==> config.mk <==
export PLATFORM = sky130hd
export DESIGN_NAME = char_ram_wr_sched
export DESIGN_NICKNAME = d
export VERILOG_FILES = /design/src/rtl/char_ram_pkg.sv /design/src/rtl/hit_fifo.sv /design/src/rtl/char_ram_wr_sched.sv
export SDC_FILE = /design/constraint.sdc
export NUM_CORES = 1
export LEC_CHECK = 0
export ABC_AREA = 1
export CAP_MARGIN = 20
export CORE_ASPECT_RATIO = 0.75
export CORE_MARGIN = 4
export CORE_UTILIZATION = 35
export CTS_CLUSTER_SIZE = 20
export DETAILED_ROUTE_END_ITERATION = 12
export MAX_ROUTING_LAYER = met4
export PLACE_DENSITY_LB_ADDON = 0.05
export REMOVE_ABC_BUFFERS = 1
export SLEW_MARGIN = 10
export SYNTH_ARGS = -nofsm -noshare
export SYNTH_HDL_FRONTEND = slang
export SYNTH_SLANG_ARGS = --single-unit
==> constraint.sdc <==
create_clock -name clk -period 4.7 [get_ports clk]
set_input_delay 0.94 -clock clk [delete_from_list [all_inputs] [get_ports clk]]
set_output_delay 0.94 -clock clk [all_outputs]
set_load 0.02 [all_outputs]
==> src/rtl/char_ram_pkg.sv <==
// Shared constants and state encoding for the character RAM write scheduler.
package char_ram_pkg;

    localparam int unsigned COLS       = 70;
    localparam int unsigned ROWS       = 30;
    localparam int unsigned CELLS      = COLS * ROWS;
    localparam int unsigned ADDR_W     = 12;
    localparam int unsigned DATA_W     = 7;
    localparam int unsigned FIFO_DEPTH = 4;

    localparam logic [DATA_W-1:0] BLANK_CHAR = 7'h00;

    typedef enum logic {
        IDLE  = 1'b0,
        SWEEP = 1'b1
    } state_e;

endpackage

==> src/rtl/hit_fifo.sv <==
// Small synchronous FIFO of pending hit-clear addresses.
// Flush empties it in one cycle; stored words are left as they are.
module hit_fifo #(
    parameter int unsigned DEPTH = 4,
    parameter int unsigned WIDTH = 12
) (
    input  logic             clk,
    input  logic             rst_n,
    input  logic             i_flush,
    input  logic             i_push,
    input  logic [WIDTH-1:0] i_push_data,
    input  logic             i_pop,
    output logic [WIDTH-1:0] o_head_c,
    output logic             o_full_c,
    output logic             o_empty_c
);

    localparam int unsigned PTR_W = (DEPTH > 1) ? $clog2(DEPTH) : 1;
    localparam int unsigned CNT_W = PTR_W + 1;

    logic [WIDTH-1:0] r_mem [DEPTH];
    logic [PTR_W-1:0] r_wr_ptr;
    logic [PTR_W-1:0] r_rd_ptr;
    logic [CNT_W-1:0] r_count;
    logic             w_push;
    logic             w_pop;

    assign o_full_c  = (r_count == CNT_W'(DEPTH));
    assign o_empty_c = (r_count == '0);
    assign o_head_c  = r_mem[r_rd_ptr];

    assign w_push = i_push && !o_full_c;
    assign w_pop  = i_pop && !o_empty_c;

    always_ff @(posedge clk) begin
        if (w_push) begin
            r_mem[r_wr_ptr] <= i_push_data;
        end
    end

    // Pointers wrap naturally because DEPTH is a power of two.
    always_ff @(posedge clk or negedge rst_n) begin
        if (!rst_n) begin
            r_wr_ptr <= '0;
            r_rd_ptr <= '0;
            r_count  <= '0;
        end else if (i_flush) begin
            r_wr_ptr <= '0;
            r_rd_ptr <= '0;
            r_count  <= '0;
        end else begin
            if (w_push) begin
                r_wr_ptr <= r_wr_ptr + PTR_W'(1);
            end
            if (w_pop) begin
                r_rd_ptr <= r_rd_ptr + PTR_W'(1);
            end
            case ({w_push, w_pop})
                2'b10:   r_count <= r_count + CNT_W'(1);
                2'b01:   r_count <= r_count - CNT_W'(1);
                default: r_count <= r_count;
            endcase
        end
    end

endmodule

==> src/rtl/char_ram_wr_sched.sv <==
// Write-port scheduler for the 70x30 character RAM: arbitrates hit clears,
// letter spawns and a full-screen blanking sweep onto one registered write port.
module char_ram_wr_sched #(
    parameter int unsigned COLS       = char_ram_pkg::COLS,
    parameter int unsigned ROWS       = char_ram_pkg::ROWS,
    parameter int unsigned ADDR_W     = char_ram_pkg::ADDR_W,
    parameter int unsigned DATA_W     = char_ram_pkg::DATA_W,
    parameter int unsigned FIFO_DEPTH = char_ram_pkg::FIFO_DEPTH
) (
    input  logic              clk,
    input  logic              reset,
    input  logic              clr_all_req,
    output logic              clr_all_busy,
    input  logic              hit_valid,
    input  logic [ADDR_W-1:0] hit_addr,
    output logic              hit_ready,
    input  logic              spawn_valid,
    input  logic [6:0]        spawn_col,
    input  logic [4:0]        spawn_row,
    input  logic [DATA_W-1:0] spawn_ascii,
    output logic              spawn_ready,
    output logic              spawn_err,
    output logic              wr_en,
    output logic [ADDR_W-1:0] wr_addr,
    output logic [DATA_W-1:0] wr_data,
    output logic [7:0]        hit_count
);

    import char_ram_pkg::*;

    localparam int unsigned      N_CELLS   = COLS * ROWS;
    localparam logic [ADDR_W-1:0] LAST_ADDR = ADDR_W'(N_CELLS - 1);
    localparam logic [7:0]        SCORE_MAX = 8'hFF;

    state_e            r_state;
    logic [ADDR_W-1:0] r_sweep_addr;
    logic              r_busy;
    logic              r_spawn_err;
    logic              r_wr_en;
    logic [ADDR_W-1:0] r_wr_addr;
    logic [DATA_W-1:0] r_wr_data;
    logic [7:0]        r_hit_count;

    logic              w_idle;
    logic              w_fifo_full;
    logic              w_fifo_empty;
    logic [ADDR_W-1:0] w_fifo_head;
    logic              w_hit_fire;
    logic              w_push;
    logic              w_pop;
    logic              w_flush;
    logic              w_spawn_fire;
    logic              w_spawn_oor;
    logic [ADDR_W-1:0] w_spawn_addr;

    assign w_idle = (r_state == IDLE);

    // Ready handshakes are combinational so a requester sees acceptance in-cycle.
    assign hit_ready   = w_idle && !w_fifo_full;
    assign spawn_ready = w_idle && w_fifo_empty && !hit_valid && !clr_all_req;

    assign w_hit_fire   = hit_valid && hit_ready;
    assign w_push       = w_hit_fire && (hit_addr < ADDR_W'(N_CELLS));
    assign w_flush      = w_idle && clr_all_req;
    assign w_pop        = w_idle && !clr_all_req && !w_fifo_empty;
    assign w_spawn_fire = spawn_valid && spawn_ready;

    assign w_spawn_oor  = (spawn_col >= 7'(COLS)) || (spawn_row >= 5'(ROWS));
    assign w_spawn_addr = ADDR_W'(spawn_row) * ADDR_W'(COLS) + ADDR_W'(spawn_col);

    hit_fifo #(
        .DEPTH (FIFO_DEPTH),
        .WIDTH (ADDR_W)
    ) u_hit_fifo (
        .clk         (clk),
        .rst_n       (reset),
        .i_flush     (w_flush),
        .i_push      (w_push),
        .i_push_data (hit_addr),
        .i_pop       (w_pop),
        .o_head_c    (w_fifo_head),
        .o_full_c    (w_fifo_full),
        .o_empty_c   (w_fifo_empty)
    );

    // Scheduler FSM: pending hits beat spawns; a sweep owns the port for CELLS cycles.
    always_ff @(posedge clk or negedge reset) begin
        if (!reset) begin
            r_state      <= IDLE;
            r_sweep_addr <= '0;
            r_busy       <= 1'b0;
            r_spawn_err  <= 1'b0;
            r_wr_en      <= 1'b0;
            r_wr_addr    <= '0;
            r_wr_data    <= '0;
            r_hit_count  <= '0;
        end else begin
            r_wr_en     <= 1'b0;
            r_spawn_err <= 1'b0;
            case (r_state)
                IDLE: begin
                    r_busy <= 1'b0;
                    if (clr_all_req) begin
                        r_state      <= SWEEP;
                        r_sweep_addr <= '0;
                        r_hit_count  <= '0;
                    end else if (w_pop) begin
                        r_wr_en   <= 1'b1;
                        r_wr_addr <= w_fifo_head;
                        r_wr_data <= DATA_W'(BLANK_CHAR);
                        if (r_hit_count != SCORE_MAX) begin
                            r_hit_count <= r_hit_count + 8'd1;
                        end
                    end else if (w_spawn_fire) begin
                        if (w_spawn_oor) begin
                            r_spawn_err <= 1'b1;
                        end else begin
                            r_wr_en   <= 1'b1;
                            r_wr_addr <= w_spawn_addr;
                            r_wr_data <= spawn_ascii;
                        end
                    end
                end
                SWEEP: begin
                    r_busy    <= 1'b1;
                    r_wr_en   <= 1'b1;
                    r_wr_addr <= r_sweep_addr;
                    r_wr_data <= DATA_W'(BLANK_CHAR);
                    if (r_sweep_addr == LAST_ADDR) begin
                        r_state <= IDLE;
                    end else begin
                        r_sweep_addr <= r_sweep_addr + ADDR_W'(1);
                    end
                end
                default: r_state <= IDLE;
            endcase
        end
    end

    assign clr_all_busy = r_busy;
    assign spawn_err    = r_spawn_err;
    assign wr_en        = r_wr_en;
    assign wr_addr      = r_wr_addr;
    assign wr_data      = r_wr_data;
    assign hit_count    = r_hit_count;

endmodule

After elaboration in Yosys (flattened, before gate mapping)
Memory sizes are Yosys's and may differ from the RTL's.
Index checks and enable logic that the tools add are counted.
W data, S select, Z words.
{"block": "op_classes", "n_addsub": 7, "multipliers": 1, "order_cmp": 3, "n_eq_ne": 10, "muxes": 38, "bitwise_logic": 1, "reduce_logical": 26}
{"operator": "$mux W12", "n": 6}
{"operator": "$pmux W12 S2", "n": 2}
{"operator": "$mux W7", "n": 4}
{"operator": "$mux W8", "n": 3}
{"operator": "$pmux W7 S2", "n": 1}
{"operator": "$mux W1", "n": 13}
{"operator": "$add A12 B1 Y12 const B", "n": 1}
{"operator": "$add A12 B7 Y12", "n": 1}
{"operator": "$eq A12 B12 Y1 const B", "n": 1}
{"operator": "$logic_and A1 B1 Y1", "n": 12}
{"operator": "$lt A12 B12 Y1 const B", "n": 1}
{"operator": "$mul A5 B6 Y11 const B", "n": 1}
{"operator": "$add A8 B1 Y8 const B", "n": 1}
{"operator": "$mux W2", "n": 4}
{"operator": "$ne A8 B8 Y1 const B", "n": 1}
{"operator": "$reduce_bool A2 Y1", "n": 4}
{"operator": "$ge A7 B7 Y1 const B", "n": 1}
{"operator": "$ne A2 B2 Y1 const B", "n": 3}
{"operator": "$pmux W1 S2", "n": 3}
{"operator": "$pmux W3 S2", "n": 1}
{"operator": "$reduce_and A3 Y1", "n": 2}
{"operator": "$ge A5 B5 Y1 const B", "n": 1}
{"operator": "$add A2 B1 Y2 const B", "n": 2}
{"operator": "$logic_not A1 Y1", "n": 4}
{"operator": "13 further kinds", "n": 13}
{"block": "totals", "regBits": 50, "mem_bits_rw": 48, "in_bits": 36, "out_inout_bits": 32, "wordCells": 98, "mem_count": 1}
{"memory": "u_hit_fifo.r_mem", "words": 4, "width": 12, "read_ports": 1, "rd_clocked_by_memory_dff": 0, "wr": 1, "line": "hit_fifo.sv:21", "text": "logic [WIDTH-1:0] r_mem [DEPTH];"}

Depth between registers and ports, before layout
Gate-level depths: netlist of run 1.
{"block": "depth", "depth_word": 9, "depth_mapped": 21, "depth_no_buf": 21}

Cells and area by module
A second synthesis of run 1 with hierarchy kept.
{"block": "unflattened", "hier_cells": 594, "hier_area_um2": 5353.9}
{"module": "char_ram_wr_sched", "instances": 1, "cells_per_inst": 412, "area_per_inst_um2": 3079.2, "seq_area_each_um2": 1076.0}
{"module": "hit_fifo", "instances": 1, "cells_per_inst": 182, "area_per_inst_um2": 2274.7, "seq_area_each_um2": 1616.6}

Worst setup path after synthesis of run 1
No wires, ideal clock.
{"block": "synth_path", "path_type": "input port to flip-flop", "startpoint": "input port spawn_row[3]", "endpoint": "register r_wr_addr[9] (netlist: wr_addr[9])", "setup_ns": 0.117, "arrival_time_ns": 3.336, "t_required_ns": 4.583, "path_slack_ns": 1.247, "path_stages": 18, "path_buffers": 0, "cell_sequence": "inv_1 > ha_1 > inv_1 > ha_1 > ha_1 > nand3_1 > nand2_1 > xor2_1 > ha_1 > nand2_1 > o21bai_1 > nand3_1 > nand3_1 > xor2_1 > nand2_1 > nand2_1 > nand2_1 > nand2_1"}
{"block": "synth_between", "elab_chain_cells": 7, "elab_cells_between_ends": 11, "cone_classes": "1 x add/sub; 1 x mul; 1 x order compare; 1 x eq/ne; 5 x mux; 2 x reduce/logical"}
{"element": "from (decl)", "line": "char_ram_wr_sched.sv:19", "text": "input logic [4:0] spawn_row,"}
{"element": "$mul A5 B6 Y11", "line": "char_ram_wr_sched.sv:69", "text": "assign w_spawn_addr = ADDR_W'(spawn_row) * ADDR_W'(COLS) + ADDR_W'(spawn_col);"}
{"element": "$add A12 B7 Y12", "line": "char_ram_wr_sched.sv:69"}
{"element": "$mux W12", "line": "char_ram_wr_sched.sv:115", "text": "if (w_spawn_oor) begin"}
{"element": "$mux W12", "line": "char_ram_wr_sched.sv:114", "text": "end else if (w_spawn_fire) begin"}
{"element": "$mux W12", "line": "char_ram_wr_sched.sv:107", "text": "end else if (w_pop) begin"}
{"element": "$mux W12", "line": "char_ram_wr_sched.sv:103", "text": "if (clr_all_req) begin"}
{"element": "$pmux W12 S2", "line": "char_ram_wr_sched.sv:100", "text": "case (r_state)"}
{"element": "to (signal assigned)", "line": "char_ram_wr_sched.sv:109", "text": "r_wr_addr <= w_fifo_head;"}
{"element": "to (signal assigned)", "line": "char_ram_wr_sched.sv:119", "text": "r_wr_addr <= w_spawn_addr;"}
{"element": "to (signal assigned)", "line": "char_ram_wr_sched.sv:127", "text": "r_wr_addr <= r_sweep_addr;"}
{"element": "to (decl)", "line": "char_ram_wr_sched.sv:40", "text": "logic [ADDR_W-1:0] r_wr_addr;"}
Parallel ways exist; a longest one is shown, timed or not. The select of a mux whose other input is x is not followed.
A chain may end at the register's enable or synchronous reset.

Worst setup path after layout of run 1
{"block": "layout_path", "startpoint": "input port spawn_row[4]", "endpoint": "register r_wr_addr[9] (netlist: wr_addr[9])"}
Same word-level chain as after synthesis.

==> summary.txt, run 1 <==
Run status
  – Outcome: finished clean

Clocking
  – Skew-Pair Late Insertion Delay: 350 ps
  – Postcts setup bufs: 0
  – CTS Root Cell: clkbuf_16
  – CTS tree: built
  – H-tree Lvls: 3
  – Post-cts sizing count: 0
  – Worst-path clk slew: approximately 70 ps
  – Clk sinks: 98
  – Clk buf depth: 2
  – Total CTS buffers: 9
  – Count of hold-fix buffers inserted at cts: 0

Synthesis
  – Synth top area cells: edfxtp_1 (27%), dfrtp_1 (24%), nand2_1 (9.1%)
  – Yosys reg bits: 98
  – Distinct cells, synth: 44
  – Yosys top cell area share: between 20% and 30%
  – Synth Instances: approximately 570
  – Post-synth top area cell: edfxtp_1
  – Async set or reset register ratio after synthesis: around 51%
  – Synth Cell Area: 5250 sq um
  – Top_reg_cell synth: dfrtp_1
  – Post-synth top cells: nand2_1 (128), inv_1 (57), nor2_1 (54)
  – Seq/Total Area, Yosys: slightly above 50%
  – Most frequent cell after synthesis: nand2_1
  – Post-synth EDFFs: 48
  – Ys Warns: 0
  – Syn avg cell area: 9.15 sq um

Timing
  – Slew @ Worst Pin: 899 ps
  – Finish-stage setup viols: 0
  – Clock skew: 3.62 ps
  – Relative max-transition margin: 40.1%
  – RSZ-0062 raised after global routing: false
  – Final Hold Viols: 0
  – Fin. max-slew vios: 0
  – Setup_tns: 0 ps
  – Crit path time final: roughly 3900 ps
  – Final period util: 83.6%
  – Max Fclk: 0.254 GHz

Critical path
  – Arr. time, crit path: 4170 ps
  – Worst Path Class, Setup: input port to flip-flop
  – CP Launch Type: input port
  – Highest-delay cell along the critical path: clkdlybuf4s50_1
  – Endpoint type of the worst setup path: flip-flop
  – R2r setup slk: between 1500 and 2000 ps
  – Reg2reg start: r_state
  – FF-to-FF End: u_hit_fifo.r_count[2]
  – Crit Path Max Fanout: 7
  – CP Cell Sequence: clkdlybuf4s50_1 -> ha_1 -> inv_1 -> ha_1 -> ha_1 -> nand3_1 -> nand2_1 -> xor2_1 -> ha_1 -> nand2_1 -> o21bai_1 -> nand3_1 -> nand3_1 -> xor2_1 -> nand2_1 -> nand2_1 -> nand2_1 -> nand2_1
  – Most frequent CP cell: nand2_1
  – CP max stage delay: 540 ps
  – CP required: a little under 5000 ps
  – Reg2reg path depth: 10

Routing
  – First DRT Iteration DRCs: 232
  – Via count: between 4000 and 5000
  – DRT Pass-1 Iters: 4
  – Routed len/inst: about 16 um
  – DRC violations left: 0
  – Antenna-violating nets left: 0
  – Vias per inst: 4.90
  – Total wire length: 13300 um

Placement
  – DPL Wire Length: 9470 um
  – IO Port Bufs: 67
  – RePlAce Congestion: roughly 0.83

GRT
  – Number of global-route vias before repair: ~4100
  – GRT Total Usage: 16.8%
  – Pin count of the biggest net entering global routing: 51
  – Initial antenna violation count: 0
  – Total gr overflow: 0
  – First-pass GRT wire length: roughly 22000 um

Worst hold path
  – Hold Path Stages: 2
  – Hold Startpoint: wr_addr[8]
  – Hold EP: wr_addr[8]
  – HP Class: flip-flop to flip-flop

Final layout
  – # fillers: 1449
  – Multi-input gate area: 2230 sq um
  – Fin nets: around 710
  – P&R area growth vs syn: 21.6%
  – Share of cells above drive strength 1: 6.04%
  – Reg area: around 2700 sq um
  – N_diodes: 0

Floorplan
  – Core area: roughly 15000 sq um
  – # rows: 38
  – Die Span Y: 114 um
  – Starting Density: 36.0%
  – Die Area: 17100 sq um
  – Die width: 149 um
  – I/O pin count: 68

Power and ir drop
  – Switch share: 26.5%
  – VDD IR-drop max: 0.000166 V
  – Combinational Power Share: 13.0%
  – Pwr Total: around 1900 uW
  – Sequential power share: 49.3%
  – Clock Power Share: 37.8%
  – Internal power: 1370 uW
  – Power Dens Cells: 292 nW/um^2
  – Leakage power: between 0.002 and 0.003 uW
  – Sw Pwr: roughly 490 uW

Job
  – Total of max-cap violations: 0
-- final cells by class --
type,instances,share of cell area [%]
inverter,60,3.60
tap,200,3.92
clock buffer,9,3.52
clock inverter,6,0.744
timing repair buffer,74,11.2
multi-input combinational,399,34.8
sequential,98,42.1
-- worst max-delay path, delay by kind of cell --
| family | cells | cell delay, ps |
|---|---|---|
| compound gates | 1 | 150 |
| xor+xnor | 2 | 350 |
| fa+ha+maj | 4 | 1330 |
| buf+inv | 2 | 580 |
| simple gates | 9 | 820 |
-- sequential cells by signal, summed over array words and instances, names as in the netlist --
signal / cells
clr_all_busy: 1
hit_count: 8
r_state: 1
r_sweep_addr: 12
spawn_err: 1
u_hit_fifo.r_count: 3
u_hit_fifo.r_mem: 48
u_hit_fifo.r_rd_ptr: 2
u_hit_fifo.r_wr_ptr: 2
wr_addr: 12
wr_data: 7
wr_en: 1
-- placed cells by master, fill, tap and decap left out, types with 22 or more instances in the layout --
| cell type | count |
|---|---|
| nand3_1 | 46 |
| clkdlybuf4s50_1 | 66 |
| inv_1 | 57 |
| nor2_1 | 54 |
| dfrtp_1 | 50 |
| ha_1 | 28 |
| o21ai_0 | 39 |
| edfxtp_1 | 48 |
| a21oi_1 | 22 |
| nand2_1 | 128 |
-- kinds of logic after synthesis --
logic type                 after synthesis  share of synthesized area (%)
DFF                                     98                           51.3
buffers and inverters                   77                           6.36
adders and majority gates               31                           7.81
and+or+nand+nor                        256                           21.1
AOI/OAI and AO/OA                      101                           11.6
xor gates and xnor gates                11                           1.83
-- stage by stage --
stage,area [sq um],hold WS (ps),utilization [%],worst slack (ps),std cells
2_1_floorplan,5150,490,-,1240,557
5_1_grt,6390,508,43.8,534,846
6_report,6390,482,43.8,770,846
3_5_place_dp,6120,473,41.9,425,831
3_3_place_gp,6120,465,41.9,532,831
4_1_cts,6390,491,43.8,783,846
-- power groups by stage --
stage / logic, uW / registers, uW / clock network [uW]
2_1_floorplan: 145 / 938 / 0
3_3_place_gp: 241 / 937 / 0
3_5_place_dp: 243 / 937 / 0
4_1_cts: 244 / 919 / 730
5_1_grt: 279 / 920 / 759
6_report: 242 / 919 / 705
-- per-layer routing --
metal	vias up	global-route usage, %	part of all wire [%]
met4	0	5.55	1.7
met1	1952	23.3	50
met5	-	-	0
li1	2080	-	-
met2	95	24.5	43
met3	16	3.60	4.7
-- worst max-delay path by stage --
stage | from | end | cells after the start
after floorplan | spawn_row[3] | wr_addr[9] | 18
after global placement | spawn_row[4] | wr_addr[9] | 18
after detailed placement | spawn_row[4] | wr_addr[9] | 18
after CTS | spawn_row[4] | wr_addr[9] | 18
after global routing | spawn_row[4] | wr_addr[9] | 19
final | spawn_row[4] | wr_addr[9] | 18
Note: power is estimated with default switching activity, not from simulation.
==> run 2: changes to the inputs <==
==> constraint.sdc (replaced) <==
create_clock -name clk -period 3.2 [get_ports clk]
set_input_delay 0.64 -clock clk [delete_from_list [all_inputs] [get_ports clk]]
set_output_delay 0.64 -clock clk [all_outputs]
set_load 0.02 [all_outputs]
==> run 2 against run 1 <==
Clock skew grew 2.5 ps. Final area up 4.7%. First-iteration DRC count increased by 16%. Non-clock buffer count up 34. Register-to-register slack lost 1000 ps. Final cell count up 4.0%. Via count increased by 3.7%. Critical endpoint unchanged. Setup slack worse by 610 ps. Wire length increased by 0.61%. Hold slack got worse by 240 ps. Utilization rose by 2.0 points.
==> summary.txt, run 2 (synthesis results as in run 1) <==
Critical path
  – Highest-delay cell along the critical path: clkdlybuf4s50_1
  – Most frequent CP cell: nand2_1
  – Crit Path Max Fanout: 3 (-4)
  – Delay-heaviest family, CP: adder cells
  – CP required: 3430 ps (-1510 ps)
  – Setup crit start: spawn_row[1]
  – CP Launch Type: input port
  – Worst Path Class, Setup: input port to flip-flop
  – Arr. time, crit path: 3280 ps (-890 ps)
  – CP max stage delay: 430 ps (-110 ps)
  – Endpoint type of the worst setup path: flip-flop
  – CP Buf/Inv Count: 1 (-1)
  – Reg2reg start: r_state
  – CP Cell Sequence: clkdlybuf4s50_1 -> ha_1 -> ha_1 -> ha_4 -> nand3_1 -> nand2_1 -> xor2_1 -> ha_1 -> nand2_2 -> nor2_1 -> nand2_1 -> nand3_4 -> nand3_2 -> xor2_1 -> nand2_1 -> nand2_1 -> nand2_1 -> nand2_1

Timing
  – Setup_tns: 0 ps (unchanged)
  – Final Hold Viols: 0 (unchanged)
  – Slew @ Worst Pin: 499 ps (-400 ps)
  – Hold Slack: 240 ps (-242 ps)
  – Max Fclk: 0.328 GHz
  – Fin. max-slew vios: 0 (unchanged)
  – Relative max-transition margin: 66.7% (+27 points)
  – Finish-stage setup viols: 0 (unchanged)
  – Clock skew: 6.11 ps (+2.49 ps)
  – Crit path time final: 3040 ps
  – Final period util: 95.1%

Floorplan
  – Starting Density: 36.0% (unchanged)
  – Die width: 149 um (unchanged)
  – Core area: 14600 sq um (unchanged)
  – I/O pin count: 68 (unchanged)
  – Die Area: 17100 sq um (unchanged)
  – # rows: 38 (unchanged)
  – Die Span Y: 114 um (unchanged)

Final layout
  – P&R area growth vs syn: 27.3%
  – Top reg by flops: u_hit_fifo.r_mem
  – Share of cells above drive strength 1: 12.8% (+6.8 points)
  – Commonest cells after routing, fill and taps aside: nand2_1 (126), clkdlybuf4s50_1 (63), inv_1 (54), nor2_1 (54), dfrtp_1 (50)
  – Largest register FFs: 48 (unchanged)
  – Most common library cell in the layout ignoring fill and taps: nand2_1
  – Fin nets: 743 (+4.8%)
  – N_diodes: 0 (unchanged)

Routing
  – Via count: 4295 (+3.7%)
  – First DRT Iteration DRCs: 270 (+16%)
  – Total wire length: 13300 um (+0.61%)
  – Antenna-violating nets left: 0 (unchanged)
  – Routed len/inst: 15.2 um (-3.3%)
  – DRT Pass-1 Iters: 5 (+1)
  – Vias per inst: 4.88 (-0.34%)
  – DRC violations left: 0 (unchanged)

Clocking
  – Clk buf depth: 2 (unchanged)
  – CTS Root Cell: clkbuf_16
  – H-tree Lvls: 3 (unchanged)
  – Clk sinks: 98 (unchanged)
  – Worst-path clk slew: 70 ps (about the same)
  – CTS tree: built
  – Count of hold-fix buffers inserted at cts: 0 (unchanged)
  – Total CTS buffers: 9 (unchanged)
  – Skew-Pair Late Insertion Delay: 340 ps (about the same)

Power and ir drop
  – Pwr Total: 2810 uW (+51%)
  – Sw Pwr: 734 uW (+48%)
  – Combinational Power Share: 15.7% (+2.7 points)
  – Sequential power share: 48.0% (-1.3 points)
  – VDD IR-drop max: 0.000253 V (+52%)
  – Power Dens Cells: 420 nW/um^2 (+44%)
  – Internal power: 2080 uW (+51%)
  – Clock Power Share: 36.3% (-1.5 points)
  – Switch share: 26.1% (-0.37 points)
  – Leakage power: 0.00290 uW (+6.0%)

GRT
  – First-pass GRT wire length: 21700 um (+0.55%)
  – GRT Total Usage: 16.7% (about the same)
  – Number of global-route vias before repair: 4276 (+3.4%)
  – Initial antenna violation count: 0 (unchanged)
  – Total gr overflow: 0 (unchanged)
  – Pin count of the biggest net entering global routing: 32 (-37%)

Placement
  – IO Port Bufs: 67 (unchanged)
  – DPL Wire Length: 9940 um (+4.9%)
  – RePlAce Congestion: 0.853 (+3.2%)

Run status
  – Outcome: finished clean

Worst hold path
  – HP Class: input port to asynchronous set/reset pin

Job
  – Total of max-cap violations: 0 (unchanged)
run 2: worst paths after layout:
| check | endpoint | slack [ps] | depth (start not counted) |
|---|---|---|---|
| max | wr_addr[9] | 160 | 18 |
| min | wr_addr[3] | 240 | 1 |
| max reg2reg | u_hit_fifo.r_count[2] | 970 | 9 |
| min reg2reg | wr_addr[5] | 480 | 2 |
| max in group asynchronous | hit_count[5] | 2170 | 2 |
| min in group clk | wr_addr[5] | 480 | 2 |
run 2: repair_timing:
item / in CTS / in global routing
resized for setup: 11 / 11
pin swaps: 5 / 11
endpoints found under the setup margin: 6 / 5
setup buffers: 0 / 1
run 2: final cells by class:
class | instances | area [sq um]
Inverter | 60 | 230
Multi-Input combinational cell | 399 | 2280
Tap cell | 200 | 250
Sequential cell | 98 | 2690
Clock buffer | 9 | 225
Clock inverter | 6 | 47.5
Fill cell | 1433 | 7910
Timing Repair Buffer | 108 | 962
run 2: through the flow:
| step | instances | worst slack [ps] | instance area [sq um] | util, % |
|---|---|---|---|---|
| global placement | 864 | -484 | 6370 | 43.6 |
| finish | 880 | 156 | 6690 | 45.8 |
| floorplan | 557 | 41.0 | 5150 | - |
| global route | 880 | -40.8 | 6690 | 45.8 |
| detailed placement | 864 | -564 | 6370 | 43.6 |
| CTS | 879 | 77.3 | 6660 | 45.6 |
run 2: power by group through the flow:
stage	Clock [uW]	Sequential, uW	Combinational [uW]
final	1020	1350	440
after global routing	1110	1350	499
after CTS	1050	1350	420
after detailed placement	0	1380	410
after global placement	0	1380	406
after floorplan	0	1380	213
run 2: metal layers:
metal | GRT usage [%] | part of all wire [%] | wire (um)
met5 | - | 0 | 0
met4 | 4.33 | 1.6 | 208
met3 | 3.56 | 4.3 | 569
met2 | 24.2 | 43 | 5680
met1 | 24.1 | 52 | 6890
run 2: worst reg2reg max path, cell delays in order (launching register included):
cell and delay, ps:
dfrtp_1 490, clkinv_4 210, nand3_2 120, inv_1 170, ha_1 300, fa_1 390
a21oi_1 120, o21ai_0 110, o21ai_0 160, a21oi_1 60
==> run 3: changes to the inputs <==
--- a/config.mk
+++ b/config.mk
@@ -8,7 +8,7 @@
 export ABC_AREA = 1
 export CAP_MARGIN = 20
 export CORE_ASPECT_RATIO = 0.75
-export CORE_MARGIN = 4
+export CORE_MARGIN = 2
 export CORE_UTILIZATION = 35
 export CTS_CLUSTER_SIZE = 20
 export DETAILED_ROUTE_END_ITERATION = 12
==> run 3 against run 2 <==
Clock power hardly changed. Critical path type unchanged. Power is 0.79% higher. Via count is 0.86% lower. Highest routed layer unchanged. Sequential share of layout area is 0.28 points lower. Global-route usage is 1.2 points higher. Combinational power is 4.8% higher. Register-to-register slack better by 30 ps. Final cell count stayed put. Clock-buffer cell count stayed put.
==> summary.txt, run 3 (synthesis results as in run 1) <==
Run status
  – Outcome: finished clean

Timing
  – Fin. max-slew vios: 0 (unchanged)
  – Hold Slack: 344 ps (+105 ps)
  – Max Fclk: 0.331 GHz (+0.91%)
  – Clock skew: 11.8 ps (+5.65 ps)
  – RSZ-0062 raised after global routing: false
  – Relative max-transition margin: 53.3% (-13 points)
  – Worst setup margin: 183 ps (+27.4 ps)
  – Final period util: 94.3% (-0.86 points)
  – Crit path time final: 3020 ps (-27.4 ps)
  – Slew @ Worst Pin: 700 ps (+202 ps)
  – Finish-stage setup viols: 0 (unchanged)
  – Final Hold Viols: 0 (unchanged)

GRT
  – GRT Total Usage: 18.0% (+1.2 points)
  – Number of global-route vias before repair: 4252 (-0.56%)
  – Pin count of the biggest net entering global routing: 31 (-3.1%)
  – Total gr overflow: 0 (unchanged)
  – First-pass GRT wire length: 21900 um (+1.0%)
  – Initial antenna violation count: 0 (unchanged)

Placement
  – IO Port Bufs: 67 (unchanged)
  – Setup WS pre-CTS: -549 ps (+15.0 ps)
  – DPL Wire Length: 9830 um (-1.1%)
  – RePlAce Congestion: 0.859 (+0.61%)

Floorplan
  – # rows: 38 (unchanged)
  – Die width: 145 um (-2.7%)
  – I/O pin count: 68 (unchanged)
  – Core area: 14500 sq um (-0.33%)
  – Die Span Y: 110 um (-3.5%)
  – Die Area: 16000 sq um (-6.1%)
  – Starting Density: 36.1% (+0.12 points)

Clocking
  – Total CTS buffers: 9 (unchanged)
  – Clk buf depth: 2 (unchanged)
  – CTS Root Cell: clkbuf_16
  – Clk sinks: 98 (unchanged)
  – Skew-Pair Late Insertion Delay: 340 ps (about the same)
  – CTS tree: built
  – Count of hold-fix buffers inserted at cts: 0 (unchanged)
  – Worst-path clk slew: 70 ps (about the same)
  – H-tree Lvls: 3 (unchanged)

Routing
  – DRC violations left: 0 (unchanged)
  – First DRT Iteration DRCs: 269 (-0.37%)
  – Total wire length: 13500 um (+1.2%)
  – Via count: 4258 (-0.86%)
  – DRT Pass-1 Iters: 5 (unchanged)
  – Antenna-violating nets left: 0 (unchanged)
  – Routed len/inst: 15.3 um (+1.2%)
  – Vias per inst: 4.84 (-0.86%)

Critical path
  – Reg2reg start: r_state
  – CP Launch Type: input port
  – Worst Path Class, Setup: input port to flip-flop
  – Arr. time, crit path: 3300 ps (+20 ps)
  – Crit Path Max Fanout: 4 (+1)
  – Endpoint type of the worst setup path: flip-flop
  – CP required: 3480 ps (+50 ps)
  – Reg2reg path depth: 9 (unchanged)
  – R2r setup slk: 1000 ps (+30 ps)
  – FF-to-FF End: u_hit_fifo.r_count[2]

Final layout
  – Largest register FFs: 48 (unchanged)
  – Share of cells above drive strength 1: 14.0% (+1.2 points)
  – Commonest cells after routing, fill and taps aside: nand2_1 (126), clkdlybuf4s50_1 (63), inv_1 (52)
  – Top reg by flops: u_hit_fifo.r_mem
  – P&R area growth vs syn: 28.2%
  – N_diodes: 0 (unchanged)
  – Fin nets: 743 (unchanged)
  – Most common library cell in the layout ignoring fill and taps: nand2_1

Power and ir drop
  – Power Dens Cells: 420 nW/um^2 (about the same)
  – VDD IR-drop max: 0.000247 V (-2.2%)
  – Leakage power: 0.00291 uW (+0.32%)

Worst hold path
  – HP Class: input port to asynchronous set/reset pin

Job
  – Total of max-cap violations: 0 (unchanged)
-- run 3: cell count changes in the layout (fill, tap and decap cells not counted), moves of 2 or more --
cell | before | now
nand3_2 | 2 | 4
nor2_2 | 1 | 4
ha_4 | 1 | 3
nor2_1 | 54 | 51
ha_1 | 25 | 22
inv_1 | 54 | 52
inv_2 | 5 | 7
-- run 3: worst max path at each step --
stage,from,endpoint,depth (start not counted)
finish,spawn_row[1],wr_addr[7],16
global route,spawn_row[1],wr_addr[6],15
CTS,spawn_row[2],wr_addr[9],17
detailed placement,spawn_row[3],wr_addr[9],19
global placement,spawn_row[3],wr_addr[9],19
floorplan,spawn_row[3],wr_addr[9],18
-- run 3: layer usage --
layer  wire length, um  GRT usage (%)  vias to the layer above
met5                 0              -                        -
li1                  -              -                     2158
met1              6830           24.8                     1983
met2              5850           28.0                      105
met3               703           3.29                       12
met4               120           3.85                        0
-- run 3: repair_timing --
action | in CTS | in global routing
setup endpoints to repair | 6 | 6
pin swaps | 5 | 11
resized for setup | 10 | 19
buffers inserted | 0 | 2
-- run 3: power by group --
part           switching [uW]  internal (uW)
Clock                     489            534
Sequential               14.7           1340
Combinational             241            220
Total                     744           2090
-- run 3: through the flow --
stage               power, uW  TNS (ps)  util (%)  cell area (sq um)  std cells
global route             2970         0      46.3               6740        880
CTS                      2830         0      45.8               6670        878
finish                   2830         0      46.3               6740        880
global placement         1780     -2720      43.7               6360        863
detailed placement       1790     -3060      43.7               6360        863
floorplan                1590         0         -               5150        557
-- run 3: area by class of cell --
type / instances / area, sq um
Multi-Input combinational cell: 399 / 2320
Tap cell: 200 / 250
Sequential cell: 98 / 2690
Clock inverter: 6 / 47.5
Timing Repair Buffer: 108 / 973
Clock buffer: 9 / 225
Inverter: 60 / 230
Fill cell: 1413 / 7810
-- run 3: worst max-delay path: stages --
cell	delay [ps]
clkdlybuf4s50_1	490
ha_2	270
ha_1	230
ha_2	190
xor2_1	140
ha_1	340
buf_4	160
nand2_2	60
o21bai_4	120
nand3_2	120
buf_4	160
a21oi_1	100
o21ai_1	70
nand3_1	80
nand2_1	50
nand2_1	50
==> patch 1 (flow settings as in run 2) <==
Set the package constant `FIFO_DEPTH` to 2 (it was 4).
--- a/src/rtl/char_ram_pkg.sv
+++ b/src/rtl/char_ram_pkg.sv
@@ -8,3 +8,3 @@
     localparam int unsigned DATA_W     = 7;
-    localparam int unsigned FIFO_DEPTH = 4;
+    localparam int unsigned FIFO_DEPTH = 2;
 
Formal check against the unedited RTL: no difference found for any inputs over 10 cycles, from zero or initial values and one cycle with reset low; that may be too few to reach the edited logic, so the function may still have changed.
==> patch 1 against run 2 <==
  * Cell count down 16%
  * Routed wire length down 22%
  * Synthesized area down 23%
  * Sequential cell count down 27
  * Hold slack better by 0.11 ns
  * Synthesized cell count down 16%
  * Design area down 17%
  * Critical endpoint is now wr_addr[6]
  * Total power down 11%
  * Worst setup slack better by 0.017 ns
  * Count of clock-buffer cells in the layout up 1
  * Clock power up 12%
  * Die area down 21%
  * Combinational power down 4%
==> patch 1: results (changes against run 2) <==
Synthesis
  – Top area cells in the synthesized netlist: dfrtp_1 29%, edfxtp_1 18%, nand2_1 11%, ha_1 7.4%, inv_1 5.2% (was edfxtp_1 27%, dfrtp_1 24%, nand2_1 9.1%, ha_1 6.7%, nand3_1 4.4%)
  – Async S/R FF share, synth: 66.20% (was 51.02%)
  – Synth cell count leaders: 118 x nand2_1, 56 x inv_1, 47 x dfrtp_1 (was 128 x nand2_1, 57 x inv_1, 54 x nor2_1)

Critical path
  – Worst reg-to-reg setup slack: 0.94 ns (was 0.97 ns)
  – CP arrival: 3.24 ns (was 3.28 ns)
  – CP endpoint: wr_addr[6] (was wr_addr[9])

Power
  – Pleak: 2.525 nW (was 2.904 nW)
  – Clock share of power: 45.2% (was 36.3%)
  – Max VDD drop: 0.2869 mV (was 0.2525 mV)
  – Int Pwr: 1.921 mW (was 2.077 mW)

Detailed routing
  – DR vias/cell: 4.771 (was 4.881)
  – Routed WL per cell: 14.14 um (was 15.17 um)
  – Drt pass-1 iters: 4 (was 5)
  – Vias after detailed routing: 3507 (was 4295)
  – 1st-iter DRT viols: 114 (was 270)

Place
  – Hpwl dp: 7.928 mm (was 9.937 mm)
  – Routability cong.: 0.7869 (was 0.8534)

Timing
  – Least-Margin Pin Slew: 0.7168 ns (was 0.4986 ns)
  – Tightest hold margin: 0.3499 ns (was 0.2397 ns)
  – Clock skew: 0.008227 ns (was 0.006110 ns)

Cells and area
  – Filler Cells Inserted: 1088 (was 1433)
  – Layout Nets: 652 (was 743)
  – Max reg flops: 24 (was 48)

Outcome
  – Outcome: finished clean (unchanged)

Global route
  – Largest net degree at the start of global routing: 31 (was 32)
  – First-pass GRT wire length: 17.42 mm (was 21.73 mm)
  – GRT Total Usage: 16.80% (was 16.74%)
patch 1: cell count changes in the layout (fill, tap and decap cells not counted), moves of 4 or more:
cell / delta
nor2_1: -13
edfxtp_1: -24
a21oi_1: +11
nand3_1: -20
a32o_1: -7
nand2_1: -10
ha_1: -5
o311ai_0: +4
o22ai_1: -8
o21ai_0: -7
patch 1: cell type report:
| cell class | count | area, um2 | area share, % |
|---|---|---|---|
| Timing Repair Buffer | 107 | 967.2 | 17.40 |
| Multi-Input combinational cell | 342 | 1958 | 35.22 |
| Sequential cell | 71 | 1897 | 34.12 |
| Clock buffer | 10 | 229.0 | 4.119 |
| Clock inverter | 6 | 108.9 | 1.958 |
| Tap cell | 140 | 175.2 | 3.151 |
| Inverter | 59 | 224.0 | 4.029 |
patch 1: kinds of logic after synthesis:
family	share of synthesized area [%]
AND/OR/NAND/NOR	22.58
AO/OA/AOI/OAI	12.98
flip-flops	46.65
buffers and inverters	6.831
adder cells (fa/ha/maj)	8.369
XOR/XNOR	2.585
patch 1: metrics by stage:
stage | area, um2 | setup TNS [ns] | utilization, %
2_1_floorplan | 4013 | 0 | -
3_3_place_gp | 5139 | -3.407 | 46.09
3_5_place_dp | 5139 | -3.485 | 46.09
4_1_cts | 5502 | 0 | 49.35
5_1_grt | 5559 | -0.01003 | 49.87
6_report | 5559 | 0 | 49.87
patch 1: layer usage:
layer  vias up  track usage (%)  wire [um]
met4         0            3.834         97
li1       1838                -          -
met3        10            3.774        375
met5         -                -          0
met2        66            23.72       4220
met1      1593            24.54       5696
patch 1: timing repair:
action | in CTS | in global routing
cloned | 0 | 0
setup buffers | 1 | 2
endpoints found under the setup margin | 6 | 6
pin swaps | 7 | 15
resized for setup | 10 | 14
==> patch 2 (config.mk and constraints of run 2) <==
Made on the original files. Register the output `hit_count` once more, cleared by the reset; this adds one clock of latency there. The other outputs are not delayed to match.
--- a/src/rtl/char_ram_wr_sched.sv
+++ b/src/rtl/char_ram_wr_sched.sv
@@ -144,3 +144,9 @@
     assign wr_data      = r_wr_data;
-    assign hit_count    = r_hit_count;
+    always_ff @(posedge clk or negedge reset) begin
+        if (!reset) begin
+            hit_count <= '0;
+        end else begin
+            hit_count <= r_hit_count;
+        end
+    end
 
Formal check against the unedited RTL: not equivalent (a bounded check fails within 4 cycles, from zero or initial values and one cycle with reset low).
==> patch 2 against run 2 <==
  * Sequential cell count is 8 higher
  * Largest power group unchanged
  * Total power is 6.4% higher
  * Sequential share of layout area is 1.9 points higher
  * Design area is 2.5% higher
  * Highest routed layer unchanged
  * Routed wire length is 1.0% higher
  * Worst setup slack worse by 0.0014 ns
  * Via count is 0.95% lower
  * Critical path type unchanged
  * Synthesized area is 3.0% higher
==> patch 2: results (changes against run 2) <==
Outcome
  – Outcome: finished clean (unchanged)

Synthesis
  – Post-Synth Adder-Cell Area: 7.580% (was 7.811%)
  – Synth cell count leaders: 104 x nand2_1, 59 x inv_1, 58 x dfrtp_1, 58 x nor2_1 (was 128 x nand2_1, 57 x inv_1, 54 x nor2_1)
  – Library cells used by synthesis: 43 (was 44)
  – Xor and xnor fraction of the mapped netlist area: 1.780% (was 1.834%)
  – Register area share after synthesis: 53.43% (was 51.25%)
  – Mapped Avg Cell Area: 9.532 um2 (was 9.153 um2)

Detailed routing
  – 1st-iter DRT viols: 269 (was 270)
  – Final WL: 13.48 mm (was 13.35 mm)
  – Vias after detailed routing: 4254 (was 4295)
  – Drt pass-1 iters: 7 (was 5)
  – Detailed route wirelength on metal2: 5.761 mm (was 5.676 mm)
  – Wire length on met3: 668 um (was 569 um)
  – Routed WL per cell: 15.37 um (was 15.17 um)
  – Met1 WL: 6.865 mm (was 6.892 mm)

Timing
  – Final worst setup slack: 0.1543 ns (was 0.1557 ns)
  – Clock skew: 0.006532 ns (was 0.006110 ns)

Power
  – Max VDD drop: 0.3092 mV (was 0.2525 mV)
  – Clock-net power: 1.10 mW (was 1.02 mW)

Clock tree
  – PostCTS Resize Cnt: 6 (was 11)

Cells and area
  – Layout Nets: 734 (was 743)

Place
  – Routability cong.: 0.8367 (was 0.8534)
  – Dpl cell area: 0.006491 mm2 (was 0.006366 mm2)

Global route
  – Vias in the first global route: 4080 (was 4276)
  – Met3 usage: 3.753% (was 3.562%)
  – GRT Total Usage: 16.57% (was 16.74%)
  – GR Util met2: 23.71% (was 24.19%)

Critical path
  – CP endpoint: wr_addr[11] (was wr_addr[9])
  – FF-to-FF path depth: 10 (was 9)
==> patch 2: cell count changes in the layout (fill, tap and decap cells not counted), moves of 6 or more <==
cell,before,now
nand3_1,44,31
dfrtp_1,50,58
a21oi_1,21,32
a32o_1,8,2
nand2_1,126,101
o22ai_1,12,5
o21ai_0,37,48
a22o_1,0,7
==> patch 2: layout make-up <==
cell class,instances,share of cell area (%)
clock buffers,9,3.283
clock inverters,7,1.040
inverters,61,3.338
multi-input cells,383,32.50
flip-flops and latches,106,42.17
well taps,205,3.739
repair buffers,106,13.93
==> patch 2: cell families (layout without fill, tap and decap cells) <==
group,after synthesis,count (layout)
DFF,106,106
muxes,1,1
adders and majority gates,31,31
AOI/OAI and AO/OA,119,119
and+or+nand+nor,221,221
buffers and inverters,79,183
xor gates and xnor gates,11,11
==> patch 2: per-stage QoR <==
stage,util (%),total power [mW]
2_1_floorplan,-,1.693
3_3_place_gp,42.77,1.889
3_5_place_dp,42.77,1.892
4_1_cts,44.88,3.012
5_1_grt,45.21,3.145
6_report,45.21,2.992
